==> src/rtl/ppu_nmi_gen.sv <==
// Vblank flag and NMI generator: dot/scanline timing, PPUCTRL/PPUSTATUS bus snooping
// and a one-clock NMI pulse on every rising edge of the NMI level.
module ppu_nmi_gen #(
    parameter int DOTS_PER_LINE   = 341,
    parameter int LINES_PER_FRAME = 262,
    parameter int VBLANK_LINE     = 241,
    parameter int PRE_LINE        = 261
) (
    input  logic        clk,
    input  logic        rst,
    input  logic        halt,
    input  logic        dot_tick,
    input  logic [15:0] cpu_addr,
    input  logic [7:0]  cpu_data_in,
    input  logic        cpu_write_en,
    input  logic        cpu_read_en,
    output logic [7:0]  ppu_status,
    output logic        nmi_out,
    output logic        nmi_pulse,
    output logic [8:0]  dot,
    output logic [8:0]  scanline,
    output logic        frame_odd
);

    localparam logic [8:0] DOT_LAST  = 9'(DOTS_PER_LINE - 1);
    localparam logic [8:0] LINE_LAST = 9'(LINES_PER_FRAME - 1);
    localparam logic [8:0] VBL_LINE  = 9'(VBLANK_LINE);
    localparam logic [8:0] PRE_LN    = 9'(PRE_LINE);

    localparam logic [1:0] PH_RENDER    = 2'd0;
    localparam logic [1:0] PH_POST      = 2'd1;
    localparam logic [1:0] PH_VBLANK    = 2'd2;
    localparam logic [1:0] PH_PRERENDER = 2'd3;

    logic [8:0] dot_reg, dot_next;
    logic [8:0] scanline_reg, scanline_next;
    logic       frame_odd_reg, frame_odd_next;
    logic [1:0] phase_reg, phase_next, phase_calc;
    logic       vblank_flag_reg, vblank_flag_next;
    logic       nmi_enable_reg, nmi_enable_next;
    logic [7:0] ppu_status_reg;
    logic       nmi_out_reg;
    logic       nmi_pulse_reg;
    logic       nmi_hist_reg;
    logic       nmi_level_next;

    logic       reg_hit;
    logic [2:0] reg_idx;
    logic       ctrl_write;
    logic       status_read;
    logic       vblank_set;
    logic       vblank_clr;

    // Only the decode bits of the address matter; the rest are mirror bits.
    logic unused_addr_bits;
    assign unused_addr_bits = ^cpu_addr[12:3];

    assign reg_hit     = (cpu_addr[15:13] == 3'b001);
    assign reg_idx     = cpu_addr[2:0];
    assign ctrl_write  = reg_hit && cpu_write_en && (reg_idx == 3'd0);
    // A read colliding with a write strobe is dropped so the write wins.
    assign status_read = reg_hit && cpu_read_en && !cpu_write_en && (reg_idx == 3'd2);

    always_comb begin
        dot_next       = dot_reg;
        scanline_next  = scanline_reg;
        frame_odd_next = frame_odd_reg;
        if (dot_tick) begin
            if (dot_reg == DOT_LAST) begin
                dot_next = '0;
                if (scanline_reg == LINE_LAST) begin
                    scanline_next  = '0;
                    frame_odd_next = ~frame_odd_reg;
                end else begin
                    scanline_next = scanline_reg + 9'd1;
                end
            end else begin
                dot_next = dot_reg + 9'd1;
            end
        end
    end

    // Phase is derived from where the counters land after this edge.
    always_comb begin
        phase_calc = PH_PRERENDER;
        if (scanline_next < VBL_LINE) begin
            phase_calc = PH_RENDER;
        end else if (scanline_next == VBL_LINE && dot_next == 9'd0) begin
            phase_calc = PH_POST;
        end else if (scanline_next < PRE_LN || (scanline_next == PRE_LN && dot_next == 9'd0)) begin
            phase_calc = PH_VBLANK;
        end
        phase_next = dot_tick ? phase_calc : phase_reg;
    end

    assign vblank_set = dot_tick && (phase_reg == PH_POST)   && (phase_next == PH_VBLANK);
    assign vblank_clr = dot_tick && (phase_reg == PH_VBLANK) && (phase_next == PH_PRERENDER);

    always_comb begin
        nmi_enable_next = ctrl_write ? cpu_data_in[7] : nmi_enable_reg;
        vblank_flag_next = vblank_flag_reg;
        if (vblank_set) begin
            vblank_flag_next = 1'b1;
        end
        if (vblank_clr) begin
            vblank_flag_next = 1'b0;
        end
        // A read on the setting edge wins, suppressing that frame's vblank.
        if (status_read) begin
            vblank_flag_next = 1'b0;
        end
        nmi_level_next = vblank_flag_next & nmi_enable_next;
    end

    always_ff @(posedge clk) begin
        if (!rst) begin
            dot_reg         <= '0;
            scanline_reg    <= '0;
            frame_odd_reg   <= 1'b0;
            phase_reg       <= PH_RENDER;
            vblank_flag_reg <= 1'b0;
            nmi_enable_reg  <= 1'b0;
            ppu_status_reg  <= '0;
            nmi_out_reg     <= 1'b0;
            nmi_pulse_reg   <= 1'b0;
            nmi_hist_reg    <= 1'b0;
        end else if (!halt) begin
            dot_reg         <= dot_next;
            scanline_reg    <= scanline_next;
            frame_odd_reg   <= frame_odd_next;
            phase_reg       <= phase_next;
            vblank_flag_reg <= vblank_flag_next;
            nmi_enable_reg  <= nmi_enable_next;
            ppu_status_reg  <= {vblank_flag_next, 7'b0};
            nmi_out_reg     <= nmi_level_next;
            nmi_pulse_reg   <= nmi_level_next & ~nmi_hist_reg;
            nmi_hist_reg    <= nmi_level_next;
        end
    end

    assign ppu_status = ppu_status_reg;
    assign nmi_out    = nmi_out_reg;
    // The held pulse is masked while frozen so nothing fires during a halt.
    assign nmi_pulse  = nmi_pulse_reg & ~halt;
    assign dot        = dot_reg;
    assign scanline   = scanline_reg;
    assign frame_odd  = frame_odd_reg;

endmodule

==> config.mk <==
export PLATFORM = sky130hd
export DESIGN_NAME = ppu_nmi_gen
export DESIGN_NICKNAME = d
export VERILOG_FILES = /design/src/rtl/ppu_nmi_gen.sv
export SDC_FILE = /design/constraint.sdc
export NUM_CORES = 1
export LEC_CHECK = 0
export BUFFER_PORTS_ARGS = -buffer_cell sky130_fd_sc_hd__buf_2
export CELL_PAD_IN_SITES_DETAIL_PLACEMENT = 0
export CELL_PAD_IN_SITES_GLOBAL_PLACEMENT = 1
export CORE_MARGIN = 2
export CORE_UTILIZATION = 42
export CTS_BUF_LIST = sky130_fd_sc_hd__clkbuf_8
export DETAILED_ROUTE_END_ITERATION = 10
export PLACE_DENSITY = 0.91
export SETUP_SLACK_MARGIN = 0.4
export SLEW_MARGIN = 20
export SYNTH_ARGS = -nofsm -noshare
export SYNTH_HDL_FRONTEND = slang
export SYNTH_SLANG_ARGS = --single-unit
==> constraint.sdc <==
create_clock -name clk -period 4.67 [get_ports clk]
set_input_delay 0.2335 -clock clk [delete_from_list [all_inputs] [get_ports clk]]
set_output_delay 0.2335 -clock clk [all_outputs]
set_load 0.005 [all_outputs]
* Word-level counts from Yosys, hierarchy flattened
Index checks and enable logic that the tools add are counted.
** Cells by class
- Reductions and logical operators :: 16
- Bitwise logic cells :: 6
- Multiplexer cells :: 13
- Order comparisons :: 2
- Equal/unequal tests :: 10
- $add $sub $neg :: 2
** Operators with widths (count)
- 9-bit two-way mux :: 5
- 9-bit == test, second input constant :: 3
- 9-bit by 1-bit adder with 9-bit output, second input constant :: 2
- 1-bit logical AND :: 11
- 9-bit by 8-bit == test with 1-bit output, second input constant :: 1
- 9-bit zero test :: 1
- 9-bit by 8-bit less-than comparator with 1-bit output, second input constant :: 1
- 9-bit less-than comparator, second input constant :: 1
- 2-bit == test, second input constant :: 3
- 2-bit two-way mux :: 3
- 1-bit two-way mux :: 5
- 4-bit AND reduction :: 1
- 1-bit AND :: 3
- 3-bit by 1-bit == test with 1-bit output, second input constant :: 1
- 3-bit by 2-bit == test with 1-bit output, second input constant :: 1
- 3-bit zero test :: 1
- 1-bit NOT :: 3
- 2-bit by 1-bit == test with 1-bit output, second input constant :: 1
- 1-bit zero test :: 1
- 1-bit logical OR :: 1
** Word-level totals
- Bits of input ports :: 30
- Bits in registers :: 25
- Word-level logic and storage cells :: 57

* Logic depth before layout (Yosys ltp)
Gate-level depths: netlist of run 1.
- Depth after elaboration :: 18
- Gate-level depth with buffers :: 13
- Depth with buffers taken out :: 11

* Worst setup path after synthesis of run 1
OpenSTA, ideal clock, no wires.
- Path type :: register -> register
- From :: register dot_reg[0], in the netlist dot[0]
- To :: register nmi_pulse_reg
- Stages on the path, launching flop included :: 13
- Buffers on the path :: 1
- Clock period less this slack :: 2694 ps
- Setup slack :: 1976 ps
- Data arrival time :: 2609 ps
- Library setup time :: 84 ps
- Required time :: 4586 ps
- Cell sequence :: dfxtp_1 clkbuf_2 inv_1 ha_1 and4b_1 and4_4 or3_2 a22oi_1 nand2_1 o2bb2a_4 a32oi_1 o21ai_2 o31ai_2
** Between the ends
- Word-level cells in the longest chain between the ends :: 17
- Elaborated cells between the ends (all ways) :: 27
- Classes of those cells :: 1 x add/sub; 2 x order compare; 5 x eq/ne; 11 x mux; 2 x bitwise; 6 x reduce/logical
** RTL lines
- from (decl) :: RTL line 35 : logic [8:0] dot_reg, dot_next;
- from (signal assigned) :: RTL line 128 : dot_reg <= dot_next;
- 9-bit by 1-bit adder with 9-bit output or 9-bit == test (tied branches) :: RTL line 78, 69
- 9-bit two-way mux :: RTL line 69 : if (dot_reg == DOT_LAST) begin
- 9-bit two-way mux :: RTL line 68 : if (dot_tick) begin
- 9-bit zero test or 9-bit == test (tied branches) :: RTL line 88, 90
- 1-bit logical AND :: RTL line 90 : end else if (scanline_next < PRE_LN || (scanline_next == PRE_LN && dot_next == 9'd0)) begin
- 1-bit logical OR :: RTL line 90
- 1-bit two-way mux :: RTL line 90
- 2-bit two-way mux :: RTL line 88 : end else if (scanline_next == VBL_LINE && dot_next == 9'd0) begin
- 2-bit two-way mux (*) :: RTL line 86 : if (scanline_next < VBL_LINE) begin
- 2-bit two-way mux (*) :: RTL line 93 : phase_next = dot_tick ? phase_calc : phase_reg;
- 2-bit == test :: RTL line 96 : assign vblank_set = dot_tick && (phase_reg == PH_POST) && (phase_next == PH_VBLANK);
- 1-bit logical AND :: RTL line 96
- 1-bit two-way mux :: RTL line 102 : if (vblank_set) begin
- 1-bit two-way mux (*) :: RTL line 105 : if (vblank_clr) begin
- 1-bit two-way mux (*) :: RTL line 109 : if (status_read) begin
- 1-bit AND (*) :: RTL line 112 : nmi_level_next = vblank_flag_next & nmi_enable_next;
- 1-bit AND (*) :: RTL line 136 : nmi_pulse_reg <= nmi_level_next & ~nmi_hist_reg;
- to (signal assigned) :: RTL line 136
- to (decl) :: RTL line 43 : logic nmi_pulse_reg;
Mark *: on every way between the ends. The rest lies on a longest branch, timed or not.
A chain may end at the register's enable or synchronous reset.

* Worst setup path after layout of run 1
- From :: register dot_reg[0], in the netlist dot[0]
- To :: register nmi_hist_reg
** Between the ends
- Word-level cells in the longest chain between the ends :: 16
- Elaborated cells between the ends (all ways) :: 26
- Classes of those cells :: 1 x add/sub; 2 x order compare; 5 x eq/ne; 11 x mux; 1 x bitwise; 6 x reduce/logical
** RTL lines
- 9-bit by 1-bit adder with 9-bit output or 9-bit == test (tied branches) :: RTL line 78, 69
- 9-bit two-way mux :: RTL line 69
- 9-bit two-way mux :: RTL line 68
- 9-bit zero test or 9-bit == test (tied branches) :: RTL line 88, 90
- 1-bit logical AND :: RTL line 90
- 1-bit logical OR :: RTL line 90
- 1-bit two-way mux :: RTL line 90
- 2-bit two-way mux :: RTL line 88
- 2-bit two-way mux (*) :: RTL line 86
- 2-bit two-way mux (*) :: RTL line 93
- 2-bit == test :: RTL line 96
- 1-bit logical AND :: RTL line 96
- 1-bit two-way mux :: RTL line 102
- 1-bit two-way mux (*) :: RTL line 105
- 1-bit two-way mux (*) :: RTL line 109
- 1-bit AND (*) :: RTL line 112
- to (signal assigned) :: RTL line 137 : nmi_hist_reg <= nmi_level_next;
- to (decl) :: RTL line 44 : logic nmi_hist_reg;
Marks and branches as above.

==> key figures, run 1 <==
Finish
  • Area grow syn2layout: 7.22%
  • Ant diodes: 0
  • # fillers: 500
  • Finished Core Util: 46.9%
  • Layout cells sized above 1: approximately 23%
  • Layout net count: approximately 300

Route
  • Remaining DRCs: 0
  • DR vias: approximately 1.8k
  • DR pass1 iterations: 4
  • Final wirelength: between 4000 and 5000 um
  • Starting DRT DRC Count: between 100 and 150
  • DRT antenna net count: 0
  • Wire per inst: between 10 and 15 um
  • Via density: approximately 5.4

Clock tree
  • H-Tree Depth: 1
  • Cts bufs inserted: 3
  • # clock sinks: 25
  • Post-CTS Setup Repair Bufs: 0
  • # hold bufs at CTS: 0
  • Post-cts gate resize count: 0
  • CTS Root Cell: clkbuf_8
  • TritonCTS clock tree: built
  • CTS max path bufs: 2
  • Clk_lat worst skew: between 0.2 and 0.3 ns
  • Register clock-pin slew on the reported worst setup and hold paths: 0.09 ns

Global route
  • Initial antenna violation count: 0
  • Overall routing resource usage: ~17%
  • First-pass GRT wire length: 7550 um
  • Pin count of the biggest net entering global routing: 27
  • GRT overflow: 0
  • Vias in the first global route: about 1.6k

Floorplanning
  • Die ar.: roughly 0.0055 sq mm
  • Die height: ~74 um
  • Top Ports: between 50 and 60
  • Placeable Area: roughly 0.0048 sq mm
  • Standard-cell row count: 25
  • Initial Util: a little over two fifths
  • Width of the die: around 74 um

Synth
  • Cells after Synth: around 250
  • Yosys reg bits: 25
  • Synth unique cells: between 70 and 80
  • Main synth FF type: dfxtp_1
  • Ys async rst share: 0%
  • Synth top area cells: dfxtp_1 (24%), buf_4 (3.2%), nand2_1 (3.2%)
  • Register area share after synthesis: between 20% and 30%
  • Synth cell count leaders: dfxtp_1 (25), nand2_1 (18), nor2_1 (14), o21ai_0 (13), nor2b_1 (10)
  • Top-count cell post-synth: dfxtp_1
  • Cell Area, Synth: roughly 0.0021 sq mm
  • Synth area leader: dfxtp_1
  • Synthesis warning total: 0
  • Number of synthesized flops with an enable pin: 0
  • Top-area cell type share of the netlist area: around 24%
  • Syn Area/Cell: between 8 and 9 sq um

Power
  • Clock share of power: 35.1%
  • P_int: about 280 uW
  • Sequential power share: about three fifths
  • Lkg Pwr: around 0.85 nW
  • Pwr dens: 167 mW/mm^2
  • Switching power total: 89.0 uW
  • Sw Ratio: approximately a quarter
  • Maximum vdd drop: 182 uV
  • Combinational power share: 6.7%

Placed design
  • GP Congestion: between 0.7 and 0.8
  • PortBufs: 34
  • DP HPWL: 3150 um

STA
  • Fin crit share: between 60 and 70%
  • # setup viols final: 0
  • WHS: roughly 0.24 ns
  • Max frequency: around 320 MHz
  • Clock skew: roughly 0.0040 ns
  • Endpoints failing hold: 0
  • Sum Neg Setup Slack: 0 ns
  • Tightest Pin Transition: about 0.7 ns
  • Max-slew headroom: around 52%
  • Min Tclk post-route: a little over 3 ns
  • Unrepaired setup endpoints after global routing: no
  • Final Slew Violations: 0

Min path
  • Worst hold path type: input port to flip-flop

Worst setup path
  • Worst Setup End Kind: flip-flop
  • Worst path required time: roughly 4.8 ns
  • Crit path launch type: flip-flop
  • Worst-path fanout max: 17
  • WS Path Type: flip-flop to flip-flop
  • Arr. time, crit path: between 3 and 4 ns

Outcome
  • Status: completed

Job
  • MaxCap Viol Count: 0
## routing by layer
metal / share of wire [%] / global-route usage, % / wire length [um] / vias up
li1: - / - / - / 938
met1: 51 / 24.3 / 2220 / 843
met2: 45 / 27.1 / 1950 / 46
met3: 4.4 / 3.25 / 190 / 2
met4: 0.18 / 1.79 / 8 / 0
met5: 0 / 0 / 0 / -
## cell families after synthesis
family          Yosys count  share of synthesized area, %
xor+xnor                 10                          4.21
flops                    25                          24.1
compound gates           64                          23.8
simple gates            109                          33.4
mux                       5                          2.41
buf+inv                  30                          9.51
fa+ha+maj                 4                          2.41
other cells               1                         0.180
## placed cells by master, fill, tap and decap left out, types with 2 or more instances in the layout
cell	count
inv_1	8
nand3_1	9
and2_1	9
o21ai_1	2
nor2b_1	10
or4_1	2
a22oi_1	3
a21boi_0	5
nand4_1	6
a21o_1	3
mux2i_1	5
o211ai_1	2
o21ai_0	13
nand2b_1	4
nor3_1	9
ha_1	4
nand2_1	18
conb_1	7
clkbuf_8	3
a31oi_1	2
or3_1	3
a21oi_1	9
or3b_2	2
nor4_1	3
xnor2_1	5
nor2_1	14
o31ai_2	2
dfxtp_1	25
xor2_1	5
o21ai_2	4
buf_2	34
nor3b_1	3
## power by group through the flow
stage / Sequential, mW / Combinational, mW / Clock (mW)
finish: 0.216 / 0.0249 / 0.131
global route: 0.216 / 0.0283 / 0.145
CTS: 0.216 / 0.0250 / 0.139
detailed placement: 0.221 / 0.0249 / 0
global placement: 0.221 / 0.0246 / 0
floorplan: 0.220 / 0.0225 / 0
## path summary, 6_finish.rpt
kind / start / endpoint / slack, ns / depth (start not counted)
setup / recovery: dot[0]$_SDFFE_PN0N_ / nmi_hist_reg$_SDFFE_PN0N_ / 1.56 / 11
hold / removal: cpu_data_in[7] / nmi_enable_reg$_SDFFE_PN0N_ / 0.24 / 3
setup reg to reg: dot[0]$_SDFFE_PN0N_ / nmi_hist_reg$_SDFFE_PN0N_ / 1.56 / 11
hold reg to reg: nmi_hist_reg$_SDFFE_PN0N_ / nmi_pulse_reg$_SDFFE_PN0N_ / 0.50 / 1
## worst max-delay path, cell delays in order (launching register included)
cell      delay, ns
dfxtp_1        0.41
inv_1          0.12
ha_1           0.22
nand4b_4       0.16
nor3_4         0.62
a21o_1         0.22
nand4_1        0.14
o32ai_2        0.36
o31ai_2        0.16
o31a_1         0.27
o21ai_2        0.22
o21ai_1        0.10
## through the flow
step / setup WS [ns] / instances / power (mW) / instance area, sq um
2_1_floorplan: 1.98 / 254 / 0.242 / 2100
3_3_place_gp: 1.61 / 332 / 0.246 / 2180
3_5_place_dp: 1.58 / 332 / 0.246 / 2180
4_1_cts: 1.54 / 336 / 0.380 / 2230
5_1_grt: 1.19 / 336 / 0.390 / 2230
6_report: 1.56 / 336 / 0.372 / 2230
## area by class of cell
cell class,count,area [sq um],area share [%]
Sequential cell,25,500,22.4
Timing Repair Buffer,34,170,7.63
Inverter,7,26.3,1.18
Clock buffer,3,41.3,1.85
Tap cell,67,83.8,3.76
Clock inverter,1,3.75,0.168
Multi-Input combinational cell,199,1400,63.0
(Power assumes the default switching activity.)
==> run 2: changes to the inputs <==
Settings changed: CORE_UTILIZATION 42 to 39, PLACE_DENSITY 0.91 to 0.86.
Clock period 4.67 ns to 3 ns, I/O delays scaled along.
==> run 2 against run 1 <==
Sequential power increased by 55%. Clock skew decreased by 0.00091 ns. Via count up 9.3%. Clock-buffer cell count unchanged. Non-clock buffer count increased by 28. Setup slack lost 1.2 ns. Critical path depth did not move. Global-route usage decreased by 0.24 points. Die area up 7.3%.
==> key figures, run 2 (synthesis gave the netlist of run 1 again) <==
Outcome
  • Status: completed

Placed design
  • DP HPWL: 3480 um (+11%)
  • PortBufs: 34 (unchanged)
  • GP Congestion: 0.860 (+7.9%)
  • Placed Cells: 349 (+5.1%)
  • Area post-placement: 0.00230 sq mm (+5.4%)
  • Pre-CTS WS: 0.228 ns (-1.35 ns)

STA
  • Final Slew Violations: 0 (unchanged)
  • Max-slew headroom: 61.0% (+9.3 points)
  • Sum Neg Setup Slack: 0 ns (unchanged)
  • Fin crit share: 87.4% (+21 points)
  • Endpoints failing hold: 0 (unchanged)
  • Clock skew: 0.00306 ns (-0.000907 ns)
  • Final worst slack: 0.378 ns (-1.18 ns)
  • Max frequency: 381 MHz (+19%)
  • Min Tclk post-route: 2.62 ns (-0.489 ns)
  • Tightest Pin Transition: 0.578 ns (-0.142 ns)
  • WHS: 0.136 ns (-0.108 ns)
  • Unrepaired setup endpoints after global routing: yes
  • # setup viols final: 0 (unchanged)

Worst setup path
  • WS Path Type: flip-flop to flip-flop
  • Arr. time, crit path: 2.80 ns (-0.48 ns)
  • Crit path launch type: flip-flop
  • Worst path required time: 3.18 ns (-1.65 ns)
  • Worst-path fanout max: 7 (-10)
  • Worst Setup End Kind: flip-flop

Finish
  • Layout cells sized above 1: 38.0% (+15 points)
  • Most frequent cells in the layout: buf_2 (34), buf_4 (25), nand2_1 (18)
  • Final cell count without fillers: 367 (+9.2%)
  • Commonest non-fill, non-tap cell in the layout: buf_2
  • Ant diodes: 0 (unchanged)
  • Finished Core Util: 51.1% (+4.2 points)
  • Area grow syn2layout: 26.4%
  • Design area: 0.00263 sq mm (+18%)
  • Layout net count: 332 (+9.2%)

Route
  • DR vias: 1999 (+9.3%)
  • Final wirelength: 5220 um (+19%)
  • Remaining DRCs: 0 (unchanged)
  • Starting DRT DRC Count: 153 (+9.3%)
  • DRT antenna net count: 0 (unchanged)
  • DR pass1 iterations: 4 (unchanged)
  • Via density: 5.45 (about the same)
  • Wire per inst: 14.2 um (+9.4%)

Global route
  • Vias in the first global route: 1697 (+4.9%)
  • Overall routing resource usage: 16.6% (-0.24 points)
  • GRT overflow: 0 (unchanged)
  • First-pass GRT wire length: 8310 um (+10%)
  • Initial antenna violation count: 0 (unchanged)
  • Pin count of the biggest net entering global routing: 27 (unchanged)

Power
  • Lkg Pwr: 1.04 nW (+23%)
  • Maximum vdd drop: 233 uV (+28%)
  • Pwr dens: 231 mW/mm^2 (+39%)
  • Total power: 608 uW (+64%)

Clock tree
  • H-Tree Depth: 1 (unchanged)
  • Cts bufs inserted: 3 (unchanged)
  • CTS Root Cell: clkbuf_8
  • # hold bufs at CTS: 0 (unchanged)
  • CTS max path bufs: 2 (unchanged)
  • Register clock-pin slew on the reported worst setup and hold paths: 0.11 ns (+0.02 ns)
  • TritonCTS clock tree: built
  • # clock sinks: 25 (unchanged)
  • Clk_lat worst skew: 0.28 ns (about the same)

Floorplanning
  • Width of the die: 77.0 um (+3.6%)
  • Placeable Area: 0.00514 sq mm (+8.1%)
  • Standard-cell row count: 26 (+4.0%)
  • Initial Util: 40.5% (-3.3 points)
  • Die ar.: 0.00593 sq mm (+7.3%)
  • Die height: 77.0 um (+3.6%)
  • Top Ports: 59 (unchanged)

Min path
  • Worst hold path type: input port to flip-flop

Job
  • MaxCap Viol Count: 0 (unchanged)
-- run 2: metal layers --
layer / share of wire, % / global-route usage [%]
met2: 47 / 26.2
met4: 0.50 / 3.75
met1: 49 / 23.6
met3: 4.0 / 2.94
met5: 0 / 0
-- run 2: area by class of cell --
class                      count  area, sq um
multi-input combinational    199         1550
tap                           70         87.6
clock buffer                   3         41.3
clock inverter                 1         7.51
inverter                       7         31.3
timing repair buffer          62          392
fill                         523         2510
sequential                    25          520
-- run 2: worst paths after layout --
| path | to | depth (start not counted) | startpoint | slack (ns) |
|---|---|---|---|---|
| max reg2reg | nmi_hist_reg$_SDFFE_PN0N_ | 11 | dot[1]$_SDFFE_PN0N_ | 0.38 |
| max | nmi_hist_reg$_SDFFE_PN0N_ | 11 | dot[1]$_SDFFE_PN0N_ | 0.38 |
| min | nmi_enable_reg$_SDFFE_PN0N_ | 3 | cpu_data_in[7] | 0.14 |
| min reg2reg | nmi_pulse_reg$_SDFFE_PN0N_ | 1 | nmi_hist_reg$_SDFFE_PN0N_ | 0.49 |
-- run 2: power breakdown --
group | switching (mW) | total, mW | leakage [nW] | internal [mW]
logic | 0.0277 | 0.0475 | 0.812 | 0.0199
registers | 0.00366 | 0.334 | 0.207 | 0.330
clock network | 0.132 | 0.227 | 0.0217 | 0.0948
total | 0.163 | 0.608 | 1.04 | 0.445
-- run 2: timing repair --
action / CTS / global route
setup endpoints to repair: 5 / 5
pin swaps: 3 / 17
gates resized for setup: 10 / 29
buffers inserted: 4 / 10
-- run 2: worst max-delay path: stages, from the launching register on --
cell and delay, ns:
dfxtp_4 0.40, inv_4 0.06, ha_4 0.13, nand4b_4 0.16
nor3_4 0.36, a21o_1 0.20, nand4_1 0.16, o32ai_2 0.38
o31ai_4 0.15, o31a_1 0.27, o21ai_2 0.18, o21ai_1 0.07
==> run 3: changes to the inputs <==
--- a/config.mk
+++ b/config.mk
@@ -7,4 +7,5 @@
 export LEC_CHECK = 0
 export BUFFER_PORTS_ARGS = -buffer_cell sky130_fd_sc_hd__buf_2
+export CAP_MARGIN = 20
 export CELL_PAD_IN_SITES_DETAIL_PLACEMENT = 0
 export CELL_PAD_IN_SITES_GLOBAL_PLACEMENT = 1
==> constraint.sdc (replaced) <==
create_clock -name clk -period 3 [get_ports clk]
set_input_delay 0.3 -clock clk [delete_from_list [all_inputs] [get_ports clk]]
set_output_delay 0.3 -clock clk [all_outputs]
set_load 0.005 [all_outputs]
==> run 3 against run 2 <==
Cell count rose by 1.4%. Sequential share of layout area rose by 0.18 points. Cell area rose by 0.29%. Utilization rose by 0.15 points. Worst hold slack improved by 0.15 ns. Wire length fell by 2.0%. Setup slack improved by 0.068 ns. Highest routed layer unchanged.
==> key figures, run 3 (synthesis gave the netlist of run 1 again) <==
STA
  • Max frequency: 391 MHz (+2.6%)
  • Fin crit share: 85.1% (-2.3 points)
  • Unrepaired setup endpoints after global routing: yes
  • Sum Neg Setup Slack: 0 ns (unchanged)
  • Endpoints failing hold: 0 (unchanged)
  • Clock skew: 0.00715 ns (+0.00409 ns)
  • # setup viols final: 0 (unchanged)
  • Min Tclk post-route: 2.55 ns (-0.0676 ns)
  • WHS: 0.288 ns (+0.152 ns)
  • Final Slew Violations: 0 (unchanged)
  • Final worst slack: 0.446 ns (+0.0676 ns)

Clock tree
  • Cts bufs inserted: 3 (unchanged)
  • Clk_lat worst skew: 0.28 ns (about the same)
  • # hold bufs at CTS: 0 (unchanged)
  • CTS max path bufs: 2 (unchanged)
  • # clock sinks: 25 (unchanged)
  • H-Tree Depth: 1 (unchanged)
  • Register clock-pin slew on the reported worst setup and hold paths: 0.11 ns (about the same)
  • TritonCTS clock tree: built
  • CTS Root Cell: clkbuf_8

Finish
  • Final cell count without fillers: 372 (+1.4%)
  • Finished Core Util: 51.3% (+0.15 points)
  • Layout cells sized above 1: 41.1% (+3.0 points)
  • Layout net count: 337 (+1.5%)
  • Area grow syn2layout: 26.7%
  • Design area: 0.00264 sq mm (+0.29%)
  • Most frequent cells in the layout: buf_2 (35), buf_4 (30), nand2_1 (18)
  • Commonest non-fill, non-tap cell in the layout: buf_2
  • Ant diodes: 0 (unchanged)

Placed design
  • DP HPWL: 3470 um (-0.15%)
  • GP Congestion: 0.853 (-0.80%)
  • Pre-CTS WS: 0.224 ns (-0.00362 ns)
  • PortBufs: 34 (unchanged)
  • Area post-placement: 0.00231 sq mm (+0.33%)
  • Placed Cells: 350 (+0.29%)

Floorplanning
  • Top Ports: 59 (unchanged)
  • Standard-cell row count: 26 (unchanged)
  • Die ar.: 0.00593 sq mm (unchanged)
  • Die height: 77.0 um (unchanged)
  • Initial Util: 40.5% (unchanged)
  • Width of the die: 77.0 um (unchanged)
  • Placeable Area: 0.00514 sq mm (unchanged)

Power
  • Clock share of power: 37.3% (about the same)
  • Total power: 605 uW (-0.49%)
  • Switching power total: 158 uW (-3.3%)
  • P_int: 447 uW (+0.55%)
  • Sequential power share: 54.9% (about the same)
  • Lkg Pwr: 1.05 nW (+0.82%)
  • Maximum vdd drop: 151 uV (-35%)
  • Sw Ratio: 26.1% (-0.77 points)
  • Pwr dens: 230 mW/mm^2 (-0.78%)
  • Combinational power share: 7.8% (about the same)

Worst setup path
  • Crit path launch type: flip-flop
  • R2R Setup Slk: 0.45 ns (+0.07 ns)
  • Arr. time, crit path: 2.76 ns (-0.04 ns)
  • Worst-path fanout max: 5 (-2)
  • Worst Setup End Kind: flip-flop
  • Worst path required time: 3.21 ns (+0.03 ns)
  • WS Path Type: flip-flop to flip-flop

Global route
  • Initial antenna violation count: 0 (unchanged)
  • GRT overflow: 0 (unchanged)
  • Pin count of the biggest net entering global routing: 27 (unchanged)
  • Overall routing resource usage: 16.6% (-0.062 points)
  • Vias in the first global route: 1737 (+2.4%)
  • First-pass GRT wire length: 8270 um (-0.41%)

Outcome
  • Status: completed

Route
  • Remaining DRCs: 0 (unchanged)
  • Starting DRT DRC Count: 79 (-48%)
  • DR pass1 iterations: 4 (unchanged)
  • DR vias: 1995 (-0.20%)
  • Via density: 5.36 (-1.5%)
  • Wire per inst: 13.7 um (-3.3%)
  • Final wirelength: 5110 um (-2.0%)
  • DRT antenna net count: 0 (unchanged)

Min path
  • Worst hold path type: input port to flip-flop

Job
  • MaxCap Viol Count: 0 (unchanged)
-- run 3: cell types whose count changed in the layout (fill, tap and decap cells not counted), sizes merged --
cell,previous run,this run
buf,62,67
clkinvlp,1,0
inv,7,8
-- run 3: layout make-up --
type | instances | area, sq um
fillers | 521 | 2500
multi-input cells | 199 | 1520
flip-flops and latches | 25 | 527
repair buffers | 67 | 423
well taps | 70 | 87.6
clock buffers | 3 | 41.3
inverters | 7 | 26.3
clock inverters | 1 | 8.76
-- run 3: power groups by stage --
stage,sequential [mW],clock (mW),combinational [mW]
6_report,0.332,0.226,0.0471
5_1_grt,0.333,0.244,0.0525
4_1_cts,0.333,0.231,0.0470
3_5_place_dp,0.344,0,0.0407
3_3_place_gp,0.343,0,0.0403
2_1_floorplan,0.343,0,0.0362
-- run 3: path summary, 6_finish.rpt --
check                             from                          end  depth (start not counted)
max                dot[0]$_SDFFE_PN0N_   nmi_pulse_reg$_SDFFE_PN0N_                         12
min                     cpu_data_in[7]  nmi_enable_reg$_SDFFE_PN0N_                          3
max reg2reg        dot[0]$_SDFFE_PN0N_   nmi_pulse_reg$_SDFFE_PN0N_                         12
min reg2reg  nmi_hist_reg$_SDFFE_PN0N_   nmi_pulse_reg$_SDFFE_PN0N_                          1
-- run 3: worst max-delay path, cell delays in order, from the launching register on --
cell and delay [ns]:
dfxtp_4 0.37, buf_4 0.15, buf_4 0.14, a211o_1 0.24, o21ai_1 0.08, a31oi_1 0.11, nor4_2 0.32, o2111ai_2 0.22
buf_4 0.22, o2bb2a_4 0.20, a32oi_2 0.18, o21ai_2 0.10, o31ai_2 0.16
-- run 3: timing repair --
item,4_1_cts,5_1_grt
gates resized for setup,25,14
endpoints found under the setup margin,5,5
cloned,0,1
setup buffers,11,6
pin swaps,15,12
-- run 3: routing by layer --
metal / track usage (%) / vias to the layer above / part of all wire (%)
li1: - / 997 / -
met1: 23.4 / 933 / 48
met4: 3.39 / 0 / 0.94
met3: 1.88 / 6 / 3.9
met5: 0 / - / 0
met2: 27.2 / 59 / 47
